### src/rtl/dmem_arbiter.sv
// Two-way arbiter sharing the single-port data memory between the CPU load/store
// port and the loader/debug port; CPU-first with starvation and burst bounds.
module dmem_arbiter #(
   parameter int ADDR_W       = 32,
   parameter int DATA_W       = 32,
   parameter int STARVE_LIMIT = 3,
   parameter int MAX_BURST    = 2
) (
   input  logic              clk,
   input  logic              reset,
   input  logic              cpu_req,
   input  logic              cpu_we,
   input  logic [ADDR_W-1:0] cpu_addr,
   input  logic [DATA_W-1:0] cpu_wdata,
   output logic [DATA_W-1:0] cpu_rdata,
   output logic              cpu_stall,
   input  logic              ldr_req,
   input  logic              ldr_we,
   input  logic [ADDR_W-1:0] ldr_addr,
   input  logic [DATA_W-1:0] ldr_wdata,
   input  logic              ldr_halt,
   output logic              ldr_ack,
   output logic [DATA_W-1:0] ldr_rdata,
   output logic              mem_we,
   output logic [ADDR_W-1:0] mem_addr,
   output logic [DATA_W-1:0] mem_wdata,
   input  logic [DATA_W-1:0] mem_rdata,
   output logic              gnt_ldr
);

   localparam int WW = (STARVE_LIMIT < 1) ? 1 : $clog2(STARVE_LIMIT + 1);
   localparam int BW = (MAX_BURST < 1) ? 1 : $clog2(MAX_BURST + 1);
   localparam logic [WW-1:0] WAIT_MAX  = WW'(STARVE_LIMIT);
   localparam logic [BW-1:0] BURST_MAX = BW'(MAX_BURST);

   typedef enum logic {
      CPU_PRI = 1'b0,
      LDR_PRI = 1'b1
   } pri_t;

   pri_t          pri;
   logic [WW-1:0] wait_cnt;
   logic [BW-1:0] burst_cnt;
   logic [BW-1:0] burst_inc;
   logic          gnt_l;
   logic          gnt_c;

   assign burst_inc = burst_cnt + 1'b1;

   // Handshake: a requester holds req (and its addr/data/we) until it sees
   // completion; CPU completes in any cycle with cpu_req & !cpu_stall, the
   // loader in any cycle with ldr_ack. Each completion is exactly one access.
   always_comb begin
      gnt_l = 1'b0;
      gnt_c = 1'b0;
      if (!reset) begin
         gnt_l = 1'b0;
         gnt_c = 1'b0;
      end else if (ldr_halt) begin
         gnt_l = ldr_req;
         gnt_c = 1'b0;
      end else if (pri == LDR_PRI) begin
         gnt_l = ldr_req;
         gnt_c = cpu_req & ~ldr_req;
      end else begin
         gnt_l = ldr_req & (~cpu_req | (wait_cnt == WAIT_MAX));
         gnt_c = cpu_req & ~gnt_l;
      end
   end

   // Idle cycles park the mux on the CPU side so its address stays stable.
   always_comb begin
      mem_addr  = gnt_l ? ldr_addr  : cpu_addr;
      mem_wdata = gnt_l ? ldr_wdata : cpu_wdata;
      mem_we    = (gnt_l & ldr_we) | (gnt_c & cpu_we);
   end

   assign cpu_rdata = mem_rdata;
   assign ldr_rdata = mem_rdata;
   assign cpu_stall = cpu_req & ~gnt_c;
   assign ldr_ack   = gnt_l;
   assign gnt_ldr   = gnt_l;

   always_ff @(posedge clk or negedge reset) begin
      if (!reset) begin
         pri       <= CPU_PRI;
         wait_cnt  <= '0;
         burst_cnt <= '0;
      end else begin
         if (ldr_halt) begin
            wait_cnt <= '0;
         end else if (ldr_req && !gnt_l) begin
            if (wait_cnt != WAIT_MAX) wait_cnt <= wait_cnt + 1'b1;
         end else begin
            wait_cnt <= '0;
         end

         // Halt freezes the priority window so arbitration resumes where it left off.
         if (!ldr_halt) begin
            if (gnt_l) begin
               if (burst_inc == BURST_MAX) begin
                  pri       <= CPU_PRI;
                  burst_cnt <= '0;
               end else begin
                  pri       <= LDR_PRI;
                  burst_cnt <= burst_inc;
               end
            end else if (pri == LDR_PRI && !ldr_req) begin
               pri       <= CPU_PRI;
               burst_cnt <= '0;
            end
         end
      end
   end

endmodule

### config.mk
export PLATFORM = sky130hd
export DESIGN_NAME = dmem_arbiter
export DESIGN_NICKNAME = d
export VERILOG_FILES = /design/src/rtl/dmem_arbiter.sv
export SDC_FILE = /design/constraint.sdc
export NUM_CORES = 1
export LEC_CHECK = 0
export ABC_AREA = 1
export ABC_CLOCK_PERIOD_IN_PS = 1550
export BUFFER_PORTS_ARGS = -buffer_cell sky130_fd_sc_hd__buf_4
export CAP_MARGIN = 20
export CELL_PAD_IN_SITES_DETAIL_PLACEMENT = 0
export CELL_PAD_IN_SITES_GLOBAL_PLACEMENT = 1
export CORE_MARGIN = 3
export CORE_UTILIZATION = 12
export CTS_CLUSTER_SIZE = 40
export DETAILED_ROUTE_END_ITERATION = 8
export PLACE_DENSITY = 0.83
export SYNTH_ARGS = -nofsm -noshare
export SYNTH_HDL_FRONTEND = slang
export SYNTH_SLANG_ARGS = --single-unit
### constraint.sdc
create_clock -name clk -period 1.55 [get_ports clk]
set_clock_uncertainty 0.05 [all_clocks]
set_input_delay 0.31 -clock clk [delete_from_list [all_inputs] [get_ports clk]]
set_output_delay 0.31 -clock clk [all_outputs]
set_load 0.005 [all_outputs]
==> results_dict.tcl, run 1 <==
set metrics [dict create \
    drv_cap 0 \
    max_stage_delay_ns 0.40 \
    path_delay_family "simple AND/OR/NAND/NOR gates" \
    ys_types 16 \
    regToRegEndpoint "burst_cnt[1]" \
    die_h_microns 123 \
    root_buffer "clkbuf_16" \
    synth_ff_type "dfrtp_1" \
    p_per_area_mw_per_mm2 492 \
    start_kind "flip-flop" \
    period_minus_slack_ns 1.97 \
    path_buf_inv 3 \
    yosys_warnings 0 \
    hold_class "reg -> reg" \
    cts_tree "done" \
    post-place-ws_ns -0.245 \
    worst_slack_ns -0.421 \
    nets 631 \
    worstPathArrival_ns 1.61 \
    slowest_stage "dfrtp_1" \
    wl_per_cell_microns 11.2 \
    synth_cells 315 \
    status "finished, violations left" \
    worstPathRequired_ns 1.19 \
    use_met2_pct 14.4 \
    cts_max_level 1 \
    grt_use_total_pct 7.91 \
    synth-seq-area-share_pct 7.68 \
    end_kind "output pin" \
    cp-startpoint "wait_cnt[1]" \
    synth.most_common_cell "nand2_1" \
    drive_gt1_share_pct 53.9 \
    wl_microns 7120 \
    whs_ns 0.447 \
    die-area_sq_mm 0.0150 \
    start_util_pct 12.6 \
    ios 299 \
    grt_pass1_wl_microns 9690 \
    dieWidth_microns 123 \
    crit_top_cell "nand2_1" \
    muxShareOfSynthArea_pct 0.614 \
    drtPass1Iterations 4 \
    finalHoldViolCount 0 \
    hold_depth 2 \
    fin_cells 634 \
    hold_end "burst_cnt[0]" \
    cts_made_buffers 3 \
    r2r_setup_slack_ns -0.10 \
    violations "negative setup slack" \
    use_met3_pct 2.95 \
    hold_start "burst_cnt[0]" \
    fmax_mhz 507 \
    fillers 1482 \
    gp_congestion 0.754 \
    rsz0062_at_grt "true" \
    core.rowCount 41 \
    synth_top_family_by_area "simple AND/OR/NAND/NOR gates" \
    cts_buffer_depth 2 \
    cp_max_fo 7 \
    grt_antenna_before_repair 0 \
    drtIter0Drc 31 \
    slew_viol_final 0 \
    synth.area.top_cells "nand2_1 48%, buf_4 32%, dfrtp_1 7.7%" \
    reg2reg_depth 11 \
    grt_pass1_vias 2120 \
    postSynthRegisterBits 5 \
    yosys.area_share.adder_pct 0.768 \
    detailed_place_hpwl_microns 5590 \
    viasPerCell 3.59 \
    insertion_delay_ns 0.23 \
    critical_path.cell_chain "ha_4 > nor2_4 > nand3_2 > nand2_4 > buf_12 > clkbuf_16 > nand2_1 > nand2_1 > buf_4" \
    busiest_layer "met2" \
    placed_cells 621 \
    io_buffers 202 \
    dr_total_vias 2279 \
    synth_top_cell_area_share_pct 47.9 \
    overflow 0 \
    syn-cell-area_sq_mm 0.00163 \
    relSlewSlack_pct 83.4 \
    power.leakage_nw 1.92 \
    setup_viol 73 \
    syn_nets 483 \
    crit-reg2reg-launch "wait_cnt[1]" \
    ir_drop_v 0.000299 \
    synth_common_cells "208 x nand2_1, 69 x buf_4" \
    path_class "reg -> out" \
    antenna_left 0 \
    synth_compound_area_share_pct 0.845 \
    final_area_sq_mm 0.00323 \
    synthXorXnorAreaFrac_pct 0.538 \
    postPlaceCellArea_sq_mm 0.00291 \
    tightest_slew_ns 0.249 \
    coreArea_sq_mm 0.0129 \
    synth-async-reset-ratio_pct 100 \
    finalCritPeriodShare_pct 127 \
    use_met1_pct 8.20 \
    synth-simple-area-share_pct 51.4 \
    remaining_drc_errors 0 \
    clock_sinks 5 \
    avgSynthCellArea_sq_um 5.17 \
    syn_to_final_growth_pct 98.3 \
    diodes 0 \
    yosys.area.top_type "nand2_1" \
    synth-edff-count 0 \
    grt_max_degree 35 \
    clkSlewWorstSetupHoldPaths_ns 0.03 \
]
-- what timing repair did --
action,in CTS,in global routing
hold endpoints to repair,5,0
setup endpoints to repair,71,73
resized for setup,11,23
pin swaps,2,7
hold buffers,1,0
gates cloned,1,1
setup buffers,3,4
-- cells in the final DEF, fill, tap and decap left out --
cell type	count
inv_1	4
nand2_4	4
nand3_4	1
buf_16	1
buf_8	1
mux2i_1	1
o2111ai_1	1
nor2_2	2
nand2_1	195
clkbuf_16	4
inv_4	1
nand2_8	1
nand3_2	3
clkbuf_1	1
nand3_1	1
buf_12	5
ha_4	1
nor2_4	1
buf_4	211
dlygate4sd3_1	1
buf_6	2
a21oi_2	1
nor2_1	3
dfrtp_1	5
xor2_1	1
nand2_2	9
inv_2	1
-- worst register-to-register path, delay by kind of cell (launching register included) --
family                   cells  cell delay, ns
flip-flops                   1            0.40
buffers and inverters        3            0.41
AND/OR/NAND/NOR              7            0.55
adder cells (fa/ha/maj)      1            0.18
-- worst max-delay path by stage --
stage               depth (start not counted)  slack (ns)            end
finish                                      9       -0.42   mem_addr[22]
global route                                8       -0.50    mem_addr[6]
CTS                                         9       -0.41  mem_wdata[29]
detailed placement                          9       -0.24  mem_wdata[29]
global placement                            8       -0.20  mem_wdata[21]
floorplan                                   9       -0.07   mem_addr[10]
-- per-layer routing --
layer / wire (microns) / share of wire (%) / up-vias
met5: 0 / 0 / -
met4: 184 / 2.6 / 0
met3: 1020 / 14 / 28
met2: 3450 / 49 / 163
met1: 2460 / 35 / 922
li1: - / - / 1166
-- cell type report --
| class | count | area (sq um) | area share (%) |
|---|---|---|---|
| Tap cell | 172 | 215 | 6.66 |
| Clock buffer | 4 | 78.8 | 2.44 |
| Timing Repair Buffer | 222 | 1780 | 55.2 |
| Multi-Input combinational cell | 225 | 1000 | 31.0 |
| Inverter | 6 | 25.0 | 0.775 |
| Sequential cell | 5 | 125 | 3.87 |
-- sequential cells by signal (all words and copies together) (netlist names) --
name / count
pri: 1
wait_cnt: 2
burst_cnt: 2
-- metrics by stage --
step	utilization, %	total power [W]	TNS (ns)
3_3_place_gp	22.5	0.00103	-11.60
4_1_cts	23.9	0.00153	-26.31
5_1_grt	25.0	0.00171	-31.99
6_report	25.0	0.00159	-27.20
3_5_place_dp	22.5	0.00104	-15.02
2_1_floorplan	-	0.000612	-2.77
-- logic make-up (layout without fill, tap and decap cells) --
family | after synthesis | count (layout)
compound gates | 2 | 2
xor+xnor | 1 | 1
fa+ha+maj | 1 | 1
buf+inv | 85 | 232
flops | 5 | 5
mux | 1 | 1
simple gates | 220 | 220
-- where the power goes --
group | total [W] | leakage, nW | switching, W | internal (W)
clock network | 0.000422 | 0.0382 | 0.0000813 | 0.000341
registers | 0.000167 | 0.0669 | 0.0000170 | 0.000150
logic | 0.00100 | 1.81 | 0.000401 | 0.000600
(Power assumes the default switching activity.)
==> inputs of run 2 (changes only) <==
- ABC_AREA: 1 -> 0
- CORE_AREA: not set -> 3 3 116 118
- CORE_MARGIN: 3 -> not set
- CORE_UTILIZATION: 12 -> not set
- DIE_AREA: not set -> 0 0 119 121
- PLACE_DENSITY: 0.83 -> 0.8
==> results_dict.tcl, run 2 <==
set metrics [dict create \
    hold_class "reg -> reg" \
    finalHoldViolCount 0 \
    fmax_mhz 452 \
    reg_top3 "burst_cnt: 2 flops, wait_cnt: 2 flops, pri: 1 flops" \
    overflow 0 \
    drv_cap 0 \
    gp_congestion 0.721 \
    yosys_warnings 0 \
    diodes 0 \
    syn_to_final_growth_pct 93.5 \
    cts_tree "done" \
    synth_cells 169 \
    rsz0062_at_grt "true" \
    worst_slack_ns -0.661 \
    period_minus_slack_ns 2.21 \
    io_buffers 202 \
    grt_antenna_before_repair 0 \
    end_kind "output pin" \
    viasPerCell 3.69 \
    drtPass1Iterations 4 \
    antenna_left 0 \
    synth_common_cells "65 x buf_4, 48 x mux2_2, 16 x mux2_4" \
    syn_nets 337 \
    status "finished, violations left" \
    start_util_pct 13.0 \
    drive_gt1_share_pct 90.9 \
    start_kind "flip-flop" \
    setup_viol 68 \
    violations "negative setup slack" \
    slew_viol_final 0 \
    clock_sinks 5 \
    cts_made_buffers 3 \
    tightest_slew_ns 0.282 \
    insertion_delay_ns 0.23 \
    wl_per_cell_microns 16.2 \
    post-place-ws_ns -0.496 \
    synth-async-reset-ratio_pct 100 \
    p_per_area_mw_per_mm2 474 \
    placed_cells 479 \
    root_buffer "clkbuf_16" \
    core.rowCount 41 \
    synth_top_cell_area_share_pct 33.1 \
    synth.most_common_cell "buf_4" \
    wl_microns 7940 \
    final_util_pct 25.2 \
    die_h_microns 121 \
    remaining_drc_errors 0 \
    grt_use_total_pct 10.1 \
    grt_max_degree 28 \
    fin_cells 490 \
    cp_max_fo 27 \
    die-area_sq_mm 0.0144 \
    whs_ns 0.470 \
    final_common_cell "buf_4" \
    path_class "reg -> out" \
    dr_total_vias 1807 \
    worstPathRequired_ns 1.19 \
    synth_ff_type "dfrtp_1" \
    postSynthRegisterBits 5 \
    power.leakage_nw 1.57 \
    ir_drop_v 0.000331 \
    final_cell_mix "195 x buf_4, 47 x mux2_2, 18 x buf_6" \
    cts_buffer_depth 2 \
    ios 299 \
    synth.area.top_cells "mux2_2 33%, buf_4 30%, mux2_4 15%" \
    ys_types 25 \
    grt_pass1_vias 2066 \
    clkSlewWorstSetupHoldPaths_ns 0.03 \
    synth-seq-area-share_pct 7.65 \
    grt_pass1_wl_microns 11400 \
    coreArea_sq_mm 0.0126 \
    cts_max_level 1 \
    dieWidth_microns 119 \
    avgSynthCellArea_sq_um 9.68 \
    nets 487 \
    drtIter0Drc 25 \
    detailed_place_hpwl_microns 6840 \
    worstPathArrival_ns 1.85 \
    syn-cell-area_sq_mm 0.00164 \
    yosys.area.top_type "mux2_2" \
    relSlewSlack_pct 81.1 \
    fin_setup_tns_ns -42.45 \
    synth-edff-count 0 \
    finalCritPeriodShare_pct 143 \
]
==> run 2: cell types whose count changed in the layout (fill, tap and decap cells not counted), moves of 4 or more <==
cell     previous run  this run
nand2_1           195         2
mux2_2              0        47
mux2_4              0        17
buf_4             211       195
buf_6               2        18
nand2_2             9         0
nand2_4             4         0
==> run 2: cells by family after synthesis <==
group	synth area share (%)
AO/OA/AOI/OAI	3.60
XOR/XNOR	0.536
adder cells (fa/ha/maj)	0.765
buffers and inverters	34.0
flip-flops	7.65
multiplexers	48.4
AND/OR/NAND/NOR	5.05
==> run 2: where the power goes <==
| group | total, W | internal [W] | switching, W |
|---|---|---|---|
| Sequential | 0.000171 | 0.000148 | 0.0000238 |
| Combinational | 0.000899 | 0.000611 | 0.000288 |
| Clock | 0.000428 | 0.000341 | 0.0000872 |
| Total | 0.00150 | 0.00110 | 0.000399 |
==> run 2: through the flow <==
stage | instance area [sq um] | power (W)
3_5_place_dp | 2930 | 0.00102
5_1_grt | 3160 | 0.00159
3_3_place_gp | 2930 | 0.00102
4_1_cts | 3140 | 0.00151
6_report | 3160 | 0.00150
2_1_floorplan | 1650 | 0.000595
==> run 2: layer usage <==
metal  part of all wire, %  GRT usage [%]  wire length [microns]  vias to the layer above
met1                    32           9.90                   2560                      802
li1                      -              -                      -                      820
met4                   1.7           2.32                    131                        0
met5                     0              0                      0                        -
met2                    53           19.8                   4190                      161
met3                    13           4.15                   1060                       24
==> run 2: cell type report <==
| class | instances | area, sq um |
|---|---|---|
| flip-flops and latches | 5 | 125 |
| clock buffers | 4 | 78.8 |
| repair buffers | 217 | 1740 |
| fillers | 1352 | 9400 |
| inverters | 4 | 15.0 |
| multi-input cells | 88 | 988 |
| well taps | 172 | 215 |
==> run 2: worst max-delay path, cell delays in order (launching register included) <==
cell and delay, ns:
dfrtp_1 0.40, ha_4 0.19, nor4b_4 0.28, nor2_4 0.11
buf_12 0.19, mux2_2 0.30, buf_4 0.15
==> run 2: path summary, 6_finish.rpt <==
| kind | slack (ns) | cells past startpoint | start | endpoint |
|---|---|---|---|---|
| max | -0.66 | 6 | wait_cnt[0] | mem_wdata[25] |
| min | 0.47 | 2 | burst_cnt[1] | burst_cnt[1] |
| max reg2reg | 0.03 | 5 | wait_cnt[0] | wait_cnt[0] |
| min reg2reg | 0.47 | 2 | burst_cnt[1] | burst_cnt[1] |
| max in group asynchronous | 0.71 | 3 | reset | wait_cnt[0] |
| min in group asynchronous | 0.53 | 3 | reset | pri |
==> run 2: what timing repair did <==
item,4_1_cts,5_1_grt
setup buffers,3,3
hold endpoints to repair,5,0
hold buffers,1,0
gates resized for setup,22,4
gates cloned,1,0
endpoints found under the setup margin,68,71
pin swaps,3,5
==> inputs of run 3 (changes only) <==
- GPL_TIMING_DRIVEN: not set -> 0
==> results_dict.tcl, run 3 (synthesized netlist as in run 2, its figures left out) <==
set metrics [dict create \
    root_buffer "clkbuf_16" \
    hold_class "in -> reg" \
    diodes 0 \
    grt_pass1_wl_microns 12900 \
    final_cell_mix "295 x buf_4, 45 x buf_6, 44 x mux2_2" \
    end_kind "output pin" \
    wl_microns 9170 \
    viasPerCell 3.64 \
    cts_tree "done" \
    cts_buffer_depth 2 \
    drv_cap 0 \
    finalHoldViolCount 0 \
    p_per_area_mw_per_mm2 424 \
    core.rowCount 41 \
    violations "negative setup slack" \
    cts_max_level 1 \
    worstPathRequired_ns 1.19 \
    dieWidth_microns 119 \
    coreArea_sq_mm 0.0126 \
    post-place-ws_ns -0.781 \
    start_kind "flip-flop" \
    reg2reg_depth 7 \
    grt_max_degree 11 \
    hold_depth 3 \
    rsz0062_at_grt "true" \
    power_frac_seq_pct 9.0 \
    wl_per_cell_microns 14.7 \
    setup_viol 70 \
    grt_pass1_vias 2452 \
    grt_antenna_before_repair 0 \
    worstPathArrival_ns 1.93 \
    die_h_microns 121 \
    power.leakage_nw 2.30 \
    antenna_left 0 \
    final_common_cell "buf_4" \
    io_buffers 266 \
    reg_top3 "burst_cnt: 2 flops, wait_cnt: 2 flops, pri: 1 flops" \
    cp_max_fo 10 \
    switching_share_pct 26.0 \
    worst_slack_ns -0.742 \
    remaining_drc_errors 0 \
    ir_drop_v 0.000247 \
    combinationalPowerShare_pct 67.9 \
    relSlewSlack_pct 80.2 \
    drtIter0Drc 26 \
    power.switching_w 0.000486 \
    period_minus_slack_ns 2.29 \
    syn_to_final_growth_pct 169 \
    nets 622 \
    insertion_delay_ns 0.23 \
    slew_viol_final 0 \
    gp_congestion 0.721 \
    status "finished, violations left" \
    r2r_setup_slack_ns -0.06 \
    overflow 0 \
    clkSlewWorstSetupHoldPaths_ns 0.03 \
    dr_total_vias 2277 \
    whs_ns 0.362 \
    cts_made_buffers 3 \
    die-area_sq_mm 0.0144 \
    finalCritPeriodShare_pct 148 \
    drive_gt1_share_pct 93.6 \
    drtPass1Iterations 4 \
    clkPwrFrac_pct 23.1 \
    internal_power_w 0.00138 \
    grt_use_total_pct 11.3 \
    tightest_slew_ns 0.288 \
    clock_sinks 5 \
    ios 299 \
    start_util_pct 13.0 \
    path_class "reg -> out" \
    detailed_place_hpwl_microns 8040 \
    fmax_mhz 436 \
]
==> run 3: worst max-delay path, cell delays in order (launching register included) <==
cell and delay [ns]:
dfrtp_1 0.41, ha_4 0.18, nor4b_4 0.28, nor2_4 0.09
buf_12 0.16, buf_8 0.14, mux2_2 0.29, buf_4 0.14
==> run 3: metrics by stage <==
stage | util (%) | power [W] | cell area (sq um) | cells | TNS, ns
2_1_floorplan | - | 0.000595 | 1650 | 169 | -15.16
3_3_place_gp | 30.8 | 0.00127 | 3870 | 607 | -47.25
3_5_place_dp | 30.8 | 0.00128 | 3870 | 607 | -49.28
4_1_cts | 34.3 | 0.00187 | 4310 | 624 | -51.38
5_1_grt | 35.0 | 0.00198 | 4400 | 625 | -52.04
6_report | 35.0 | 0.00187 | 4400 | 625 | -47.76
==> run 3: worst paths after layout <==
path / startpoint / endpoint
worst max-delay path: wait_cnt[1] / mem_addr[0]
worst min-delay path: ldr_halt / pri
worst max register to register: wait_cnt[1] / wait_cnt[1]
worst min register to register: burst_cnt[1] / burst_cnt[1]
max in group asynchronous: reset / burst_cnt[0]
min in group asynchronous: reset / pri
==> run 3: power groups by stage <==
stage	combinational (W)	clock, W	sequential, W
global placement	0.00110	0	0.000167
CTS	0.00126	0.000442	0.000167
floorplan	0.000430	0	0.000165
global route	0.00135	0.000449	0.000171
detailed placement	0.00112	0	0.000169
finish	0.00127	0.000430	0.000168
==> run 3: per-layer routing <==
metal | vias up | share of wire [%] | track usage (%)
met5 | - | 0 | 0
met4 | 0 | 0.95 | 2.24
met3 | 6 | 14 | 5.73
met2 | 177 | 55 | 22.5
met1 | 1004 | 30 | 10.1
li1 | 1090 | - | -
==> run 3: what timing repair did <==
action                                 CTS  global route
endpoints found under the hold margin    5             0
hold buffers                             1             0
pin swaps                                5             5
cloned                                   3             0
setup buffers                            9             2
gates resized for setup                 55            20
setup endpoints to repair               70            73
==> run 3: layout make-up <==
cell class / instances / area [sq um]
inverters: 4 / 15.0
plain buffers: 72 / 612
repair buffers: 280 / 2340
flip-flops and latches: 5 / 125
well taps: 172 / 215
clock buffers: 4 / 78.8
multi-input cells: 88 / 1010
fillers: 1276 / 8170
